### src/rtl/alu_drv_pkg.sv
// alu_drv_pkg
//   Shared definitions for the 74181-style ALU operation driver.
//   - FSM state encodings for the driver (idle / drive / resp)
//   - Select/mode codes for the common operations a sequencer issues
//   - Helper that computes the settle-counter load value
package alu_drv_pkg;

    // Driver FSM state encodings
    typedef logic [1:0] drv_state_t;
    localparam drv_state_t IDLE  = 2'd0;
    localparam drv_state_t DRIVE = 2'd1;
    localparam drv_state_t RESP  = 2'd2;

    // Function select / mode pairs for frequently used ALU operations
    localparam logic [3:0] SEL_ADD  = 4'h9;
    localparam logic       MODE_ADD = 1'b0;
    localparam logic [3:0] SEL_SUB  = 4'h6;
    localparam logic       MODE_SUB = 1'b0;
    localparam logic [3:0] SEL_XOR  = 4'h6;
    localparam logic       MODE_XOR = 1'b1;
    localparam logic [3:0] SEL_AND  = 4'hB;
    localparam logic       MODE_AND = 1'b1;

    // The counter is loaded with settle-1 so that the sample lands exactly
    // settle edges after acceptance (a load of 0 samples on the next edge).
    function automatic logic [3:0] settle_load(input int settle);
        return 4'(settle - 1);
    endfunction

endpackage

### src/rtl/alu_op_driver.sv
// alu_op_driver
//   Initiator for an 8-bit 74181-style combinational ALU. Accepts one
//   operation over a valid/ready request channel, holds the operands on the
//   ALU inputs, waits SETTLE cycles, samples the ALU results and presents
//   them on a valid/ready response channel. Requests are not queued.
//
// Ports
//   clk, rst_n                       clock, synchronous active-low reset
//   req_valid / req_ready            request handshake
//   req_in1, req_in2, req_s,
//   req_m, req_cin                   requested operands and controls
//   alu_in1, alu_in2, alu_s,
//   alu_m, alu_cin                   registered drive to the ALU
//   alu_out, alu_cout, alu_aeb       ALU results
//   rsp_valid / rsp_ready            response handshake
//   rsp_out, rsp_cout, rsp_aeb       captured ALU results
//   op_count                         completed responses, wraps
module alu_op_driver
    import alu_drv_pkg::*;
#(
    parameter int WIDTH  = 8,
    parameter int SEL_W  = 4,
    parameter int SETTLE = 1,
    parameter int CNT_W  = 16
) (
    input  logic             clk,
    input  logic             rst_n,

    input  logic             req_valid,
    output logic             req_ready,
    input  logic [WIDTH-1:0] req_in1,
    input  logic [WIDTH-1:0] req_in2,
    input  logic [SEL_W-1:0] req_s,
    input  logic             req_m,
    input  logic             req_cin,

    output logic [WIDTH-1:0] alu_in1,
    output logic [WIDTH-1:0] alu_in2,
    output logic [SEL_W-1:0] alu_s,
    output logic             alu_m,
    output logic             alu_cin,
    input  logic [WIDTH-1:0] alu_out,
    input  logic             alu_cout,
    input  logic             alu_aeb,

    output logic             rsp_valid,
    input  logic             rsp_ready,
    output logic [WIDTH-1:0] rsp_out,
    output logic             rsp_cout,
    output logic             rsp_aeb,

    output logic [CNT_W-1:0] op_count
);

    localparam logic [3:0] SETTLE_LOAD = settle_load(SETTLE);

    drv_state_t state;
    logic [3:0] settle_cnt;

    // Ready is gated by rst_n so no request can be taken while reset is held.
    assign req_ready = rst_n && (state == IDLE);

    // Main FSM: accept a request, wait out the ALU settle time, capture the
    // results, then hold them until the consumer takes them. The alu_*
    // registers are only written on acceptance so they keep the last
    // operation's values between requests.
    always_ff @(posedge clk) begin
        if (!rst_n) begin
            state      <= IDLE;
            settle_cnt <= '0;
            alu_in1    <= '0;
            alu_in2    <= '0;
            alu_s      <= '0;
            alu_m      <= 1'b0;
            alu_cin    <= 1'b0;
            rsp_valid  <= 1'b0;
            rsp_out    <= '0;
            rsp_cout   <= 1'b0;
            rsp_aeb    <= 1'b0;
            op_count   <= '0;
        end else begin
            case (state)
                IDLE: begin
                    if (req_valid) begin
                        alu_in1    <= req_in1;
                        alu_in2    <= req_in2;
                        alu_s      <= req_s;
                        alu_m      <= req_m;
                        alu_cin    <= req_cin;
                        settle_cnt <= SETTLE_LOAD;
                        state      <= DRIVE;
                    end
                end
                DRIVE: begin
                    if (settle_cnt != 4'd0) begin
                        settle_cnt <= settle_cnt - 4'd1;
                    end else begin
                        rsp_out   <= alu_out;
                        rsp_cout  <= alu_cout;
                        rsp_aeb   <= alu_aeb;
                        rsp_valid <= 1'b1;
                        state     <= RESP;
                    end
                end
                RESP: begin
                    if (rsp_ready) begin
                        rsp_valid <= 1'b0;
                        op_count  <= op_count + CNT_W'(1);
                        state     <= IDLE;
                    end
                end
                default: begin
                    state <= IDLE;
                end
            endcase
        end
    end

endmodule

### config.mk
export PLATFORM = sky130hd
export DESIGN_NAME = alu_op_driver
export DESIGN_NICKNAME = d
export VERILOG_FILES = /design/src/rtl/alu_drv_pkg.sv /design/src/rtl/alu_op_driver.sv
export SDC_FILE = /design/constraint.sdc
export NUM_CORES = 1
export LEC_CHECK = 0
export ABC_AREA = 1
export CORE_MARGIN = 4
export CORE_UTILIZATION = 40
export DETAILED_ROUTE_END_ITERATION = 8
export DONT_BUFFER_PORTS = 1
export SLEW_MARGIN = 20
export SYNTH_ARGS = -nofsm -noshare
export SYNTH_HDL_FRONTEND = slang
export SYNTH_SLANG_ARGS = --single-unit
### constraint.sdc
create_clock -name clk -period 1.8 [get_ports clk]
set_clock_uncertainty 0.05 [all_clocks]
set_input_delay 0.18 -clock clk [delete_from_list [all_inputs] [get_ports clk]]
set_output_delay 0.18 -clock clk [all_outputs]
set_load 0.01 [all_outputs]
==> metrics <==
die width=between 80 and 90 um; Async S/R FF share, synth=0%; Synth Register Bits=55; Cell Pwr Density=around 950 nW/um^2; Hold Path Origin=req_in1[0]; Vias/cell=approximately 5.0; Mapped Cells=307; Post-synth EDFFs=0; Final Max Slew Viols=0; routed wl met2=between 2000 and 3000 um; Max FO, Critical Path=23; gpl congestion=between 0.8 and 0.9; pre-CTS setup slack=292 ps; Final Critical Period=roughly 1500 ps; final net count=approximately 370; clock transition at the registers of the reported paths=~100 ps; iteration count of the initial detailed-routing pass=6; cell with the largest stage delay on the worst path=inv_1; CTS tree=built; Area Growth Syn to Fin=19.2%; CTS Buffer Depth=2; Vias=just over 2000; starting density of the core=slightly above 40%; status=finished clean; largest net degree at the start of global routing=42; Post-route DRC=0; port buffer count=0; cell family with the largest share of critical-path delay=buffers and inverters; Post-CTS Setup Bufs=0; full die area=6890 um^2; fmax=663 MHz; Final Hold Viols=0; Crit path buffers/inverters=2; slew at the pin closest to its max-slew limit=approximately 730 ps; Setup Viol. Count Final=0; syn avg cell area=7.34 um^2; relative slew slack=about half; DIE HEIGHT=~83 um; Largest stage delay, worst path=540 ps; antenna violations before repair=0; cell chain of the critical path=inv_1 -> nand3_2 -> inv_1 -> nor2_1 -> nand2_1 -> nor2_1; MaxCap Viol Count=0; most numerous cell in the Yosys netlist=nor2_1; crit path launch=state[1]; register area=between 1000 and 1500 um^2; WL met1=2510 um; Synth Warn #=0; share of cells above drive strength 1=around 7%; worst hold stages=2; Worst Hold Path EP=alu_in1[0]; vias in the first global route=slightly below 2000; Final WS setup=293 ps; core area=5470 um^2; FF-to-FF path depth=6; Fill cells=between 500 and 600; RSZ-0062 raised after global routing=false; Root Driver=clkbuf_8; worst r2r dst=settle_cnt[2]; Top FF cell, synth=dfxtp_1; ANT cells=0; Yosys top cell by area=dfxtp_1; WP data required=around 2000 ps; Leak=approximately 1.1 nW; crit end category=flop; share of the synthesized area in the top cell type=about half; reg2reg setup slack=290 ps; period utilization=between 80% and 90%; ranking of synthesized cells by area=dfxtp_1 49%, nor2_1 16%, o21ai_0 7.3%; part of the Yosys area used for sequential elements=approximately half; CP arrival=around 1700 ps; wire length on met3=around 400 um; Min-Delay Path Class=input pin to flop; num ports=between 80 and 90; Netlist cell types=28; CTS Buf Count=5; global-route usage over all layers=between 10% and 20%; multi-input logic area=1000 um^2; detailed placer's ending HPWL=between 3000 and 4000 um; Syn Nets=346; Max VDD drop=around 360 uV; final WL=roughly 5600 um; initial drt markers=95; first-pass GRT wire length=roughly 9600 um; clk sinks=55; WS Path Type=flop to flop; TNS Setup=0 ps; synth cell count leaders=95 x nor2_1, 55 x dfxtp_1, 35 x nand2_1; top sig layer=met4; Rows=27; worst r2r src=state[1]; H-tree depth=2; Worst-Skew Late Latency=around 300 ps; Routed WL per cell=around 14 um; Critical Path Start Type=flop; GR Overflow Total=0; Post-Syn Area=about 2300 um^2; ANT nets after route=0
## through the flow
stage	instance area, um^2	hold WS (ps)	power [mW]	util, %	instances
finish	2690	12.7	2.55	49.1	405
global route	2690	7.74	2.71	49.1	405
CTS	2690	1.65	2.60	49.1	405
detailed placement	2310	265	1.78	42.2	371
global placement	2310	260	1.77	42.2	371
floorplan	2250	265	1.72	-	307
## worst max-delay path by stage
stage / to / slack [ps] / cells after the start
finish: settle_cnt[2] / 290 / 6
global route: rsp_out[1] / 50 / 7
CTS: settle_cnt[2] / 280 / 6
detailed placement: settle_cnt[2] / 290 / 6
global placement: settle_cnt[2] / 330 / 6
floorplan: op_count[14] / 440 / 8
## area by class of cell
class                      instances  area share, %
sequential                        55           41.0
clock inverter                     1          0.280
clock buffer                       7           3.59
inverter                          25           3.49
multi-input combinational        216           37.4
timing repair buffer              29           10.9
tap                               72           3.36
## power breakdown
group          switching [mW]  internal [mW]
combinational           0.213          0.143
clock                   0.387          0.351
sequential              0.125           1.33
## metal layers
metal / vias to the layer above / track usage [%]
li1: 1027 / -
met1: 912 / 21.1
met2: 75 / 27.3
met3: 5 / 5.36
met4: 0 / 4.01
met5: - / 0
## what timing repair did
action,4_1_cts,5_1_grt
endpoints found under the hold margin,42,0
hold buffers,26,0
resized for setup,0,0
## cells in the final DEF (no fill, tap or decap), drive strengths merged
cell type	Yosys	layout
dfxtp	55	55
nand3	13	13
nand4	4	4
o21ai	38	38
ha	3	3
a21oi	11	11
nor2	97	97
a211oi	1	1
o21bai	1	1
o21a	1	1
or2	1	1
xor2	1	1
clkinvlp	0	1
buf	7	4
nand3b	2	2
nor3	5	5
dlygate4sd3	0	25
inv	25	25
o31ai	1	1
nand2	37	37
clkbuf	4	7
## logic make-up (layout without fill, tap and decap cells)
kind of cell / after synthesis / in the layout / share of synthesized area, %
xor+xnor: 1 / 1 / 0.389
fa+ha+maj: 3 / 3 / 1.67
simple gates: 159 / 159 / 30.3
flops: 55 / 55 / 48.9
buf+inv: 36 / 62 / 6.56
compound gates: 53 / 53 / 12.2
## registers in the layout, summed over array words and instances (netlist names)
register    count
alu_m           1
rsp_valid       1
alu_s           4
rsp_out         8
settle_cnt      4
rsp_aeb         1
alu_in1         8
op_count       16
state           2
alu_cin         1
alu_in2         8
rsp_cout        1
No activity file was read; power rests on OpenSTA's default activity.
